<file path="src/rtl/pc_sequencer_pkg.sv">
// Shared widths, FSM state encoding and the wrap-carry helper for the
// program-counter sequencer.
package pc_sequencer_pkg;

  localparam int PC_W   = 8;
  localparam int STEP_W = 3;

  localparam logic [1:0] ST_IDLE_ENC  = 2'd0;
  localparam logic [1:0] ST_FETCH_ENC = 2'd1;
  localparam logic [1:0] ST_STALL_ENC = 2'd2;

  typedef enum logic [1:0] {
    ST_IDLE  = ST_IDLE_ENC,
    ST_FETCH = ST_FETCH_ENC,
    ST_STALL = ST_STALL_ENC
  } state_t;

  // True when pc + step does not fit in PC_W bits (9-bit sum above 255).
  function automatic logic carry_out(input logic [PC_W-1:0]   a,
                                     input logic [STEP_W-1:0] b);
    logic [PC_W:0] wide;
    wide = {1'b0, a} + {{(PC_W - STEP_W + 1){1'b0}}, b};
    return wide > {1'b0, {PC_W{1'b1}}};
  endfunction

endpackage

</file>
<file path="src/rtl/adder_internal.sv">
// Ripple-carry adder: sum = a + zero-extended b, truncated to W bits.
module adder_internal #(
  parameter int W  = 8,
  parameter int BW = 3
) (
  input  logic [W-1:0]  a,
  input  logic [BW-1:0] b,
  output logic [W-1:0]  sum
);

  logic [W-1:0] b_ext;
  logic [W-1:0] carry;

  assign b_ext    = {{(W - BW){1'b0}}, b};
  assign carry[0] = 1'b0;

  // Carry out of the top bit is dropped; the caller derives wrap separately.
  for (genvar gi = 0; gi < W; gi++) begin : g_bit
    assign sum[gi] = a[gi] ^ b_ext[gi] ^ carry[gi];
    if (gi < W - 1) begin : g_carry
      assign carry[gi+1] = (a[gi] & b_ext[gi]) | (carry[gi] & (a[gi] ^ b_ext[gi]));
    end
  end

endmodule

</file>
<file path="src/rtl/pc_sequencer.sv">
// Instruction-fetch program counter sequencer: IDLE/FETCH/STALL FSM with
// step increment, pending branch redirect and a one-cycle wrap pulse.
module pc_sequencer
  import pc_sequencer_pkg::*;
#(
  parameter logic [PC_W-1:0] RESET_PC = 8'h00
) (
  input  logic              clk,
  input  logic              rst_n,
  input  logic              start,
  input  logic              halt,
  input  logic              stall,
  input  logic [STEP_W-1:0] step,
  input  logic              br_valid,
  input  logic [PC_W-1:0]   br_target,
  output logic              imem_req,
  output logic [PC_W-1:0]   imem_addr,
  input  logic              imem_ack,
  output logic [PC_W-1:0]   pc,
  output logic              busy,
  output logic              wrap
);

  state_t          state_reg;
  logic [PC_W-1:0] pc_reg;
  logic [PC_W-1:0] pend_target_reg;
  logic            pend_valid_reg;
  logic            imem_req_reg;
  logic            busy_reg;
  logic            wrap_reg;

  logic [PC_W-1:0] inc_sum;
  logic            inc_carry;

  adder_internal #(
    .W  (PC_W),
    .BW (STEP_W)
  ) u_inc (
    .a   (pc_reg),
    .b   (step),
    .sum (inc_sum)
  );

  assign inc_carry = carry_out(pc_reg, step);

  // All outputs come straight from registers: no path from imem_ack to imem_addr.
  always_ff @(posedge clk or negedge rst_n) begin
    if (!rst_n) begin
      state_reg       <= ST_IDLE;
      pc_reg          <= RESET_PC;
      pend_target_reg <= '0;
      pend_valid_reg  <= 1'b0;
      imem_req_reg    <= 1'b0;
      busy_reg        <= 1'b0;
      wrap_reg        <= 1'b0;
    end else begin
      wrap_reg <= 1'b0;
      case (state_reg)
        ST_IDLE: begin
          if (br_valid) begin
            pc_reg         <= br_target;
            pend_valid_reg <= 1'b0;
          end
          if (start && !halt) begin
            state_reg    <= ST_FETCH;
            imem_req_reg <= 1'b1;
            busy_reg     <= 1'b1;
          end
        end

        ST_FETCH: begin
          if (imem_ack) begin
            pend_valid_reg <= 1'b0;
            // A same-cycle redirect beats an older pending one, which beats step.
            if (br_valid) begin
              pc_reg <= br_target;
            end else if (pend_valid_reg) begin
              pc_reg <= pend_target_reg;
            end else begin
              pc_reg   <= inc_sum;
              wrap_reg <= inc_carry;
            end
            if (halt) begin
              state_reg    <= ST_IDLE;
              imem_req_reg <= 1'b0;
              busy_reg     <= 1'b0;
            end else if (stall) begin
              state_reg    <= ST_STALL;
              imem_req_reg <= 1'b0;
            end
          end else if (br_valid) begin
            pend_valid_reg  <= 1'b1;
            pend_target_reg <= br_target;
          end
        end

        ST_STALL: begin
          if (br_valid) begin
            pc_reg         <= br_target;
            pend_valid_reg <= 1'b0;
          end
          if (!stall) begin
            if (halt) begin
              state_reg <= ST_IDLE;
              busy_reg  <= 1'b0;
            end else begin
              state_reg    <= ST_FETCH;
              imem_req_reg <= 1'b1;
            end
          end
        end

        default: begin
          state_reg    <= ST_IDLE;
          imem_req_reg <= 1'b0;
          busy_reg     <= 1'b0;
        end
      endcase
    end
  end

  assign imem_req  = imem_req_reg;
  assign imem_addr = pc_reg;
  assign pc        = pc_reg;
  assign busy      = busy_reg;
  assign wrap      = wrap_reg;

endmodule

</file>
<file path="config.mk">
export PLATFORM = sky130hd
export DESIGN_NAME = pc_sequencer
export DESIGN_NICKNAME = d
export VERILOG_FILES = /design/src/rtl/pc_sequencer_pkg.sv /design/src/rtl/adder_internal.sv /design/src/rtl/pc_sequencer.sv
export SDC_FILE = /design/constraint.sdc
export NUM_CORES = 1
export LEC_CHECK = 0
export ABC_AREA = 1
export CORE_MARGIN = 3
export CORE_UTILIZATION = 40
export DETAILED_ROUTE_END_ITERATION = 16
export PLACE_DENSITY_LB_ADDON = 0.05
export SYNTH_ARGS = -nofsm -noshare
export SYNTH_HDL_FRONTEND = slang
export SYNTH_SLANG_ARGS = --single-unit
</file>
<file path="constraint.sdc">
create_clock -name clk -period 4.3 [get_ports clk]
set_input_delay 0.86 -clock clk [delete_from_list [all_inputs] [get_ports clk]]
set_output_delay 0.86 -clock clk [all_outputs]
set_load 0.01 [all_outputs]
</file>
==> metrics.md, run 1 <==
| Metric | Value |
|---|---|
| Result of the run | finished, final reports clean |
| Post-CTS clock slew at the launch and capture registers of the worst setup and hold paths | 0.08 ns |
| Worst-case reg-to-reg path depth | 13 |
| Reg-to-Reg End | imem_addr[6]$_DFFE_PN0P_ |
| Cell variety after synth | 26 |
| Synthesized area | between 0.0015 and 0.002 mm² |
| Count of fill cells added during filler insertion | roughly 330 |
| Slew Limit Fails | 0 |
| GRT Overall Usage | 0.1602 |
| Post-synth ARST share | 1.000 |
| # placed instances | ~260 |
| Number of vias in the routed layout | ~1300 |
| Net count of the mapped netlist | 220 |
| Via-per-instance ratio | 4.780 |
| Initial Utilization | 0.4364 |
| Critical Path Sink Type | flop |
| Flip-flop cell with the highest count after synthesis | sky130_fd_sc_hd__dfrtp_1 |
| Maximum frequency from static timing analysis | 329.5 MHz |
| Overall overflow remaining after global route | 0 |
| Worst relative slew slack | 0.3104 |
| Leak pwr | roughly 0.00097 µW |
| Die span in y | about 68 µm |
| Count of final hold-check violations | 0 |
| Data arrival, critical path | ~3.2 ns |
| Boundary pin count | 37 |
| Standard cell core area | about 0.0035 mm² |
| Worst Hold Endpoint | pend_target_reg[7]$_DFFE_PN0P_ |
| Setup_tns | 0 ns |
| Buffers inserted by post-CTS timing repair | 0 |
| Port Buffer Count | 36 |
| Min Tclk post-route | 3.035 ns |
| Number of levels the H-tree was split into | 1 |
| Critical hold path startpoint | pend_target_reg[7]$_DFFE_PN0P_ |
| Wire per inst | 12.26 µm |
| First-pass GRT wire length | about 5500 µm |
| Number of setup violations in the final report | 0 |
| Initial drt markers | 89 |
| Crit share post-route | 0.7059 |
| Synthesis-to-layout area growth | 24.61% |
| Origin of the critical flop-to-flop path | imem_addr[0]$_DFFE_PN0P_ |
| Worst IR Drop VDD | roughly 370 µV |
| Count of cells along the worst hold path | 2 |
| Clock root buffer | sky130_fd_sc_hd__clkbuf_8 |
| Synthesis Warnings | 0 |
| Critical path type | in2reg |
| Drc violations | 0 |
| Die area | between 0.004 and 0.005 mm² |
| CTS tree | done |
| Share of the yosys chip area belonging to registers | 0.3610 |
| Detailed placer's ending HPWL | between 2000 and 3000 µm |
| Routed Wire Length | 3237 µm |
| Worst Tran Pin Value | about 1.0 ns |
| Worst skew pair latency | 0.26 ns |
| Non-filler cells, final | 264 |
| Antenna violations before repair | 0 |
| Post-DRT Antenna Nets | 0 |
| Type of origin of the critical path | input pin |
| Area fraction of the dominant cell type after synthesis | 0.3610 |
| Worst-path fanout max | 2 |
| Final estimated routing congestion in global placement | just over 0.8 |
| Pin count of the biggest net entering global routing | 23 |
| Largest area contributor in the netlist | sky130_fd_sc_hd__dfrtp_1 |
| Worst EP required | between 4 and 5 ns |
| Pwr/cell area | 694.1 mW/mm² |
| Unrepaired setup endpoints after global routing | no |
| Path category of the worst min-delay check | reg2reg |
| Std-Cell Rows | 21 |
| Final core utilization | 0.5439 |
| Area contributors post-synth | sky130_fd_sc_hd__dfrtp_1, sky130_fd_sc_hd__nand2_1, sky130_fd_sc_hd__ha_1 |
| Count of TritonRoute iterations in the first routing pass | 4 |
| Worst setup slack for register-to-register paths | roughly 1.9 ns |
| Sink Count | 22 |
| Number of max-capacitance violations reported | 0 |
| Worst hold margin | 0.4900 ns |
| Number of enable flip-flop cells after synthesis | 0 |
| Number of antenna cells inserted | 0 |
| Max Buffers Root-to-Sink | 2 |
| Number of standard cells after synthesis | 190 |
| Die outline width | between 60 and 70 µm |
| Hold bufs inserted after CTS | 0 |
| Final nets | 250 |
| Post-Route Skew | ~0.0076 ns |
| Count of cells resized by post-cts repair | 0 |
| Fraction of layout cells with a size suffix above 1 | 0.1193 |
| Mean cell area of the mapped netlist | approximately 8 µm² |
| Seq cells post-synth | 22 |
| Via count of the first global-routing pass | around 1200 |
| Num CTS Buffers | 3 |
## routing by layer
metal	vias up	global-route usage	share of wire
met4	0	0.05316	0.0080
met2	31	0.2406	0.44
met3	4	0.03494	0.052
met5	-	0	0
met1	576	0.2265	0.50
li1	651	-	-
## layout make-up
class	instances	area (µm²)	area share
multi-input combinational	129	785.8	0.4134
sequential	22	550.5	0.2897
timing repair buffer	36	360.3	0.1896
inverter	28	105.1	0.05530
tap	46	57.56	0.03028
clock buffer	3	41.29	0.02172
## report_power, final
| part | total, µW | internal, µW | switching (µW) |
|---|---|---|---|
| Combinational | 783 | 358 | 425 |
| Sequential | 409 | 309 | 99.7 |
| Clock | 127 | 62.5 | 64.2 |
| Total | 1320 | 730 | 589 |
## worst max-delay path, cell delays in order
cell	delay, ns
sky130_fd_sc_hd__clkdlybuf4s50_1	0.41
sky130_fd_sc_hd__ha_1	0.19
sky130_fd_sc_hd__inv_1	0.06
sky130_fd_sc_hd__fa_1	0.15
sky130_fd_sc_hd__inv_1	0.06
sky130_fd_sc_hd__fa_1	0.36
sky130_fd_sc_hd__ha_1	0.19
sky130_fd_sc_hd__ha_1	0.18
sky130_fd_sc_hd__ha_1	0.18
sky130_fd_sc_hd__ha_1	0.27
sky130_fd_sc_hd__nor2_1	0.11
sky130_fd_sc_hd__o21ai_1	0.08
sky130_fd_sc_hd__nand3_1	0.07
sky130_fd_sc_hd__nand2_1	0.05
## worst max path at each step
stage / startpoint / end / slack, ns / cells after the start
4_1_cts: step[0] / imem_addr[6]$_DFFE_PN0P_ / 1.26 / 14
2_1_floorplan: step[0] / imem_addr[6]$_DFFE_PN0P_ / 1.51 / 13
6_report: step[0] / imem_addr[6]$_DFFE_PN0P_ / 1.26 / 14
3_5_place_dp: step[0] / imem_addr[6]$_DFFE_PN0P_ / 0.98 / 14
3_3_place_gp: step[0] / imem_addr[6]$_DFFE_PN0P_ / 1.02 / 14
5_1_grt: step[0] / imem_addr[6]$_DFFE_PN0P_ / 1.12 / 14
## synth_stat cells, types with 2 or more instances
master and number:
sky130_fd_sc_hd__o21ai_0 2, sky130_fd_sc_hd__nand3_1 10, sky130_fd_sc_hd__nand2_4 3, sky130_fd_sc_hd__dfrtp_1 22
sky130_fd_sc_hd__nor2_8 2, sky130_fd_sc_hd__ha_1 10, sky130_fd_sc_hd__nand4_1 4, sky130_fd_sc_hd__inv_1 24
sky130_fd_sc_hd__nand2_1 48, sky130_fd_sc_hd__o21ai_1 10, sky130_fd_sc_hd__buf_4 9, sky130_fd_sc_hd__a21oi_1 4
sky130_fd_sc_hd__inv_2 4, sky130_fd_sc_hd__nand2_2 2, sky130_fd_sc_hd__o21ai_2 8, sky130_fd_sc_hd__nor2_1 17
sky130_fd_sc_hd__fa_1 2
## per-stage QoR
stage	power, µW	setup slack [ns]	instance area (µm²)
6_report	1319	1.265	1901
5_1_grt	1457	1.119	1901
4_1_cts	1334	1.262	1901
3_5_place_dp	1199	0.9771	1859
3_3_place_gp	1184	1.019	1859
2_1_floorplan	948.6	1.505	1525
## cell usage in the layout (no fill, tap or decap)
master / synthesis / layout
sky130_fd_sc_hd__nand2_1: 48 / 48
sky130_fd_sc_hd__clkdlybuf4s50_1: 0 / 36
sky130_fd_sc_hd__inv_1: 24 / 24
sky130_fd_sc_hd__dfrtp_1: 22 / 22
sky130_fd_sc_hd__nor2_1: 17 / 17
sky130_fd_sc_hd__o21ai_1: 10 / 10
sky130_fd_sc_hd__nand3_1: 10 / 10
sky130_fd_sc_hd__ha_1: 10 / 10
sky130_fd_sc_hd__o21ai_2: 8 / 8
sky130_fd_sc_hd__a21oi_1: 4 / 4
sky130_fd_sc_hd__inv_2: 4 / 4
sky130_fd_sc_hd__nand4_1: 4 / 4
sky130_fd_sc_hd__nand2_4: 3 / 3
sky130_fd_sc_hd__clkbuf_8: 0 / 3
sky130_fd_sc_hd__nor2_8: 2 / 2
sky130_fd_sc_hd__nand2_2: 2 / 2
sky130_fd_sc_hd__o21ai_0: 2 / 2
sky130_fd_sc_hd__fa_1: 2 / 2
sky130_fd_sc_hd__nor3_1: 1 / 1
sky130_fd_sc_hd__nor2_2: 1 / 1
sky130_fd_sc_hd__nand3_4: 1 / 1
sky130_fd_sc_hd__o2111ai_1: 1 / 1
sky130_fd_sc_hd__nor2_4: 1 / 1
sky130_fd_sc_hd__o211ai_1: 1 / 1
sky130_fd_sc_hd__a21oi_2: 1 / 1
## cell families after synthesis
family,Yosys count,share of synthesized area
and+or+nand+nor,90,0.2920
buffers and inverters,39,0.1239
AOI/OAI and AO/OA,27,0.1149
DFF,22,0.3610
adders and majority gates,12,0.1083
Power figures use the tool's default switching activity.
==> run 2, diff against run 1 <==
clock period = 3.1 ns   (was 4.3 ns; I/O delays follow)
==> metrics.md, run 2 (same netlist as run 1, synthesis figures left out) <==
| Metric | Value |
|---|---|
| Hold bufs inserted after CTS | 0 |
| Wire per inst | 11.86 µm |
| Fraction of layout cells with a size suffix above 1 | 0.1273 |
| Worst EP required | 3.26 ns |
| Data arrival, critical path | roughly 3 ns |
| Origin of the worst setup path | step[0] |
| Final WS setup | between 0.2 and 0.3 ns |
| Critical Path Sink Type | flop |
| Min Tclk post-route | 2.800 ns |
| Pwr/cell area | slightly below 1000 mW/mm² |
| Number of antenna cells inserted | 0 |
| Critical path type | in2reg |
| Count of fill cells added during filler insertion | 333 |
| Initial drt markers | 60 |
| Via count of the first global-routing pass | 1222 |
| Standard cell core area | approximately 0.0035 mm² |
| Synthesis-to-layout area growth | 26.00% |
| Leading cell types in the layout, fill and taps excluded | sky130_fd_sc_hd__nand2_1, sky130_fd_sc_hd__clkdlybuf4s50_1, sky130_fd_sc_hd__inv_1 |
| Number of vias in the routed layout | 1300 |
| Buffers inserted by post-CTS timing repair | 0 |
| Boundary pin count | 37 |
| Worst IR Drop VDD | around 440 µV |
| Pin count of the biggest net entering global routing | 23 |
| Result of the run | finished, final reports clean |
| Number of levels the H-tree was split into | 1 |
| Drc violations | 0 |
| GRT Overall Usage | 0.1560 |
| Max Buffers Root-to-Sink | 2 |
| Port Buffer Count | 36 |
| Worst Tran Pin Value | about 0.29 ns |
| Worst relative slew slack | 0.8075 |
| Antenna violations before repair | 0 |
| Num CTS Buffers | 3 |
| Setup_tns | 0 ns |
| Post-CTS clock slew at the launch and capture registers of the worst setup and hold paths | approximately 0.08 ns |
| Sink Count | 22 |
| Post-placement worst setup slack | slightly above 0.01 ns |
| Final estimated routing congestion in global placement | around 0.8 |
| Count of final hold-check violations | 0 |
| Leak pwr | roughly 0.001 µW |
| Number of setup violations in the final report | 0 |
| Via-per-instance ratio | slightly below 5 |
| Origin of the critical flop-to-flop path | imem_addr[0]$_DFFE_PN0P_ |
| Type of origin of the critical path | input pin |
| Routed Wire Length | ~3200 µm |
| Clock root buffer | sky130_fd_sc_hd__clkbuf_8 |
| Overall overflow remaining after global route | 0 |
| Most frequent standard cell in the layout excluding fill and tap cells | sky130_fd_sc_hd__nand2_1 |
| Die area | about 0.0046 mm² |
| Critical hold path startpoint | pend_target_reg[6]$_DFFE_PN0P_ |
| Number of max-capacitance violations reported | 0 |
| Final nets | roughly 250 |
| Crit share post-route | 0.9033 |
| Path category of the worst min-delay check | reg2reg |
| Die outline width | 67.75 µm |
| Initial Utilization | 0.4364 |
| CTS tree | done |
| Maximum frequency from static timing analysis | 357.1 MHz |
| Worst skew pair latency | between 0.2 and 0.3 ns |
| Count of cells resized by post-cts repair | 0 |
| Worst hold margin | around 0.5 ns |
| Slew Limit Fails | 0 |
| Post-DRT Antenna Nets | 0 |
| Count of TritonRoute iterations in the first routing pass | 4 |
| Post-Route Skew | 0.004149 ns |
| Die span in y | around 68 µm |
| Unrepaired setup endpoints after global routing | no |
| Detailed placer's ending HPWL | around 2500 µm |
| First-pass GRT wire length | roughly 5400 µm |
| Worst-path fanout max | 2 |
| Overall power after layout | 1858 µW |
| Std-Cell Rows | 21 |
-- run 2: area by class of cell --
type | instances | area, µm² | share of cell area
multi-input combinational | 129 | 785.8 | 0.4089
inverter | 28 | 105.1 | 0.05469
timing repair buffer | 37 | 367.9 | 0.1914
sequential | 22 | 550.5 | 0.2865
clock buffer | 4 | 55.05 | 0.02865
tap | 46 | 57.56 | 0.02995
-- run 2: power by group --
group	leakage (µW)	internal (µW)	total, µW	switching (µW)
clock	0.0000288	113	205	91.9
combinational	0.000679	499	1090	588
sequential	0.000272	429	566	137
total	0.000979	1040	1860	817
-- run 2: critical path, stage by stage --
cell                              delay, ns
sky130_fd_sc_hd__clkdlybuf4s50_1       0.40
sky130_fd_sc_hd__ha_1                  0.19
sky130_fd_sc_hd__inv_1                 0.07
sky130_fd_sc_hd__fa_1                  0.15
sky130_fd_sc_hd__inv_1                 0.06
sky130_fd_sc_hd__fa_1                  0.36
sky130_fd_sc_hd__ha_1                  0.19
sky130_fd_sc_hd__ha_1                  0.18
sky130_fd_sc_hd__ha_1                  0.18
sky130_fd_sc_hd__ha_1                  0.27
sky130_fd_sc_hd__nor2_1                0.10
sky130_fd_sc_hd__o21ai_1               0.08
sky130_fd_sc_hd__nand3_1               0.07
sky130_fd_sc_hd__nand2_1               0.05
-- run 2: stage by stage --
step                      instance area [µm²]  instances    util
after detailed placement                 1867        262  0.5342
after CTS                                1922        266  0.5499
after global placement                   1867        262  0.5342
final                                    1922        266  0.5499
after floorplan                          1525        190       -
after global routing                     1922        266  0.5499
-- run 2: path summary, 6_finish.rpt --
| check | endpoint | slack, ns | cells past startpoint |
|---|---|---|---|
| hold reg to reg | pend_target_reg[6]$_DFFE_PN0P_ | 0.49 | 2 |
| setup / recovery | imem_addr[6]$_DFFE_PN0P_ | 0.30 | 14 |
| hold / removal | pend_target_reg[6]$_DFFE_PN0P_ | 0.49 | 2 |
| min in group asynchronous | pend_valid_reg$_DFFE_PN0P_ | 0.70 | 2 |
| max in group asynchronous | state_reg[1]$_DFFE_PN0P_ | 2.17 | 2 |
| setup reg to reg | imem_addr[6]$_DFFE_PN0P_ | 0.67 | 13 |
-- run 2: routing by layer --
metal | track usage | vias up | part of all wire
met5 | 0 | - | 0
met4 | 0.05823 | 0 | 0.019
met3 | 0.03661 | 9 | 0.072
met2 | 0.2260 | 43 | 0.43
met1 | 0.2236 | 591 | 0.48
li1 | - | 657 | -
==> run 3, diff against run 2 <==
--- a/config.mk
+++ b/config.mk
@@ -13,3 +13,4 @@
 export SYNTH_ARGS = -nofsm -noshare
 export SYNTH_HDL_FRONTEND = slang
+export SYNTH_HIERARCHICAL = 1
 export SYNTH_SLANG_ARGS = --single-unit
==> constraint.sdc (replaced) <==
create_clock -name clk -period 3.1 [get_ports clk]
set_input_delay 0.465 -clock clk [delete_from_list [all_inputs] [get_ports clk]]
set_output_delay 0.465 -clock clk [all_outputs]
set_load 0.01 [all_outputs]
==> metrics.md, run 3 <==
| Metric | Value |
|---|---|
| Result of the run | finished, final reports clean |
| Proportion of total power due to net switching | 0.4413 |
| Leak pwr | between 0.0009 and 0.001 µW |
| Worst relative slew slack | 0.6554 |
| Number of enable flip-flop cells after synthesis | 0 |
| Worst IR Drop VDD | between 300 and 400 µV |
| Slew Limit Fails | 0 |
| Path category of the worst min-delay check | reg2reg |
| GRT Overall Usage | 0.1590 |
| Post-route design area | 0.001897 mm² |
| Critical Path Sink Type | flop |
| Worst Tran Pin Value | ~0.52 ns |
| Pwr/cell area | around 930 mW/mm² |
| Port Buffer Count | 36 |
| Antenna violations before repair | 0 |
| Detailed placer's ending HPWL | 2475 µm |
| Post-CTS clock slew at the launch and capture registers of the worst setup and hold paths | around 0.080 ns |
| Post-Route Skew | around 0.006 ns |
| Post-DRT Antenna Nets | 0 |
| Data arrival, critical path | a little under 3 ns |
| Die area | around 0.0045 mm² |
| Largest area contributor in the netlist | sky130_fd_sc_hd__dfrtp_1 |
| Crit share post-route | 0.8963 |
| Count of cells resized by post-cts repair | 0 |
| Min Tclk post-route | approximately 2.8 ns |
| Worst-path fanout max | 2 |
| Die span in y | around 67 µm |
| Final estimated routing congestion in global placement | 0.8530 |
| Synthesis-to-layout area growth | 26.12% |
| Number of setup violations in the final report | 0 |
| Synthesis Warnings | 6 |
| Net Sw Power | ~800 µW |
| Standard cell core area | roughly 0.0035 mm² |
| Max Buffers Root-to-Sink | 2 |
| Wire per inst | 11.38 µm |
| Number of levels the H-tree was split into | 1 |
| Pin count of the biggest net entering global routing | 23 |
| Final nets | 267 |
| Std-Cell Rows | 21 |
| Sink Count | 22 |
| Internal power consumption | between 900 and 1000 µW |
| CTS tree | done |
| Flip-flop cell with the highest count after synthesis | sky130_fd_sc_hd__dfrtp_1 |
| Initial Utilization | 0.4336 |
| Count of fill cells added during filler insertion | 357 |
| Most frequent standard cell in the layout excluding fill and tap cells | sky130_fd_sc_hd__nand2_1 |
| Critical path type | in2reg |
| Count of TritonRoute iterations in the first routing pass | 4 |
| Clk pwr share | 0.100 |
| Cell variety after synth | 23 |
| Worst skew pair latency | ~0.26 ns |
| Via count of the first global-routing pass | between 1000 and 1500 |
| Area contributors post-synth | sky130_fd_sc_hd__dfrtp_1, sky130_fd_sc_hd__nand2_1, sky130_fd_sc_hd__inv_1 |
| Share of the yosys chip area belonging to registers | 0.3661 |
| Count of final hold-check violations | 0 |
| Cell area after placement | 0.001856 mm² |
| Fraction of layout cells with a size suffix above 1 | 0.05150 |
| Number of max-capacitance violations reported | 0 |
| Worst setup slack for register-to-register paths | 0.52 ns |
| Maximum frequency from static timing analysis | about 360 MHz |
| Synthesized area | approximately 0.0015 mm² |
| Leading cell types in the layout, fill and taps excluded | sky130_fd_sc_hd__nand2_1, sky130_fd_sc_hd__inv_1, sky130_fd_sc_hd__clkdlybuf4s50_1 |
| Sequential share of power | 0.334 |
| Top cells by instance count after synthesis | sky130_fd_sc_hd__nand2_1, sky130_fd_sc_hd__inv_1, sky130_fd_sc_hd__dfrtp_1 |
| Num CTS Buffers | 3 |
| Buffers inserted by post-CTS timing repair | 0 |
| Area fraction of the dominant cell type after synthesis | 0.3661 |
| Most instantiated library cell after synthesis | sky130_fd_sc_hd__nand2_1 |
| Mean cell area of the mapped netlist | between 7 and 8 µm² |
| Die outline width | about 67 µm |
| Boundary pin count | 37 |
| Post-synth ARST share | 1.000 |
| Number of vias in the routed layout | around 1300 |
| Net count of the mapped netlist | 236 |
| Setup_tns | 0 ns |
| Seq cells post-synth | 22 |
| Clock root buffer | sky130_fd_sc_hd__clkbuf_8 |
| Number of antenna cells inserted | 0 |
| Hold bufs inserted after CTS | 0 |
| First-pass GRT wire length | 5499 µm |
| Type of origin of the critical path | input pin |
| Number of standard cells after synthesis | a little over 200 |
| Via-per-instance ratio | approximately 4.8 |
| Initial drt markers | 85 |
| Unrepaired setup endpoints after global routing | no |
| Routed Wire Length | between 3000 and 4000 µm |
| Overall overflow remaining after global route | 0 |
| Combinational Power Share | 0.566 |
| Drc violations | 0 |
| Worst EP required | approximately 3.3 ns |
run 3: logic make-up after synthesis:
kind of cell / synth area share
simple gates: 0.2621
compound gates: 0.08736
flops: 0.3661
buf+inv: 0.1531
fa+ha+maj: 0.1314
run 3: worst paths after layout:
kind	from	to	cells past startpoint
setup reg to reg	imem_addr[0]$_DFFE_PN0P_	imem_addr[7]$_DFFE_PN0P_	15
hold / removal	imem_req$_DFFE_PN0P_	imem_req$_DFFE_PN0P_	2
setup / recovery	step[0]	imem_addr[7]$_DFFE_PN0P_	16
min in group asynchronous	rst_n	pend_valid_reg$_DFFE_PN0P_	2
max in group asynchronous	rst_n	pend_target_reg[7]$_DFFE_PN0P_	2
hold reg to reg	imem_req$_DFFE_PN0P_	imem_req$_DFFE_PN0P_	2
run 3: layer usage:
metal / wire length (µm) / up-vias / part of all wire / track usage
li1: - / 678 / - / -
met1: 1562 / 607 / 0.49 / 0.2359
met2: 1398 / 37 / 0.44 / 0.2380
met3: 185 / 4 / 0.058 / 0.02829
met4: 28 / 0 / 0.0088 / 0.04051
met5: 0 / - / 0 / 0
run 3: critical path, cell delays in order:
cell and delay (ns):
sky130_fd_sc_hd__clkdlybuf4s50_1 0.43, sky130_fd_sc_hd__ha_1 0.19, sky130_fd_sc_hd__inv_1 0.06, sky130_fd_sc_hd__fa_1 0.16, sky130_fd_sc_hd__inv_1 0.05, sky130_fd_sc_hd__fa_1 0.37
sky130_fd_sc_hd__ha_1 0.21, sky130_fd_sc_hd__ha_1 0.18, sky130_fd_sc_hd__ha_1 0.18, sky130_fd_sc_hd__ha_1 0.19, sky130_fd_sc_hd__nand2_1 0.07, sky130_fd_sc_hd__nand2_1 0.05
sky130_fd_sc_hd__o21ai_0 0.13, sky130_fd_sc_hd__nand2_1 0.06, sky130_fd_sc_hd__nand3_1 0.08, sky130_fd_sc_hd__nand2_1 0.05
run 3: through the flow:
step | util | total power, µW | instances | hold WS, ns | worst slack [ns]
4_1_cts | 0.5469 | 1785 | 279 | 0.4874 | 0.3091
5_1_grt | 0.5469 | 1967 | 279 | 0.5249 | 0.1710
6_report | 0.5469 | 1769 | 279 | 0.4794 | 0.3215
3_3_place_gp | 0.5350 | 1591 | 276 | 0.4604 | 0.1178
3_5_place_dp | 0.5350 | 1599 | 276 | 0.4693 | 0.03496
2_1_floorplan | - | 1248 | 204 | 0.1694 | 0.6496
run 3: area by class of cell:
| type | count | area, µm² | area share |
|---|---|---|---|
| Clock buffer | 3 | 41.29 | 0.02177 |
| Sequential cell | 22 | 550.5 | 0.2902 |
| Inverter | 41 | 156.4 | 0.08245 |
| Tap cell | 46 | 57.56 | 0.03034 |
| Multi-Input combinational cell | 130 | 723.2 | 0.3813 |
| Timing Repair Buffer | 37 | 367.9 | 0.1939 |
run 3: power by group through the flow:
stage | clock, µW | sequential (µW) | combinational, µW
floorplan | 0 | 569 | 678
global placement | 0 | 592 | 999
CTS | 185 | 591 | 1010
detailed placement | 0 | 596 | 1000
finish | 177 | 590 | 1000
global route | 200 | 624 | 1140
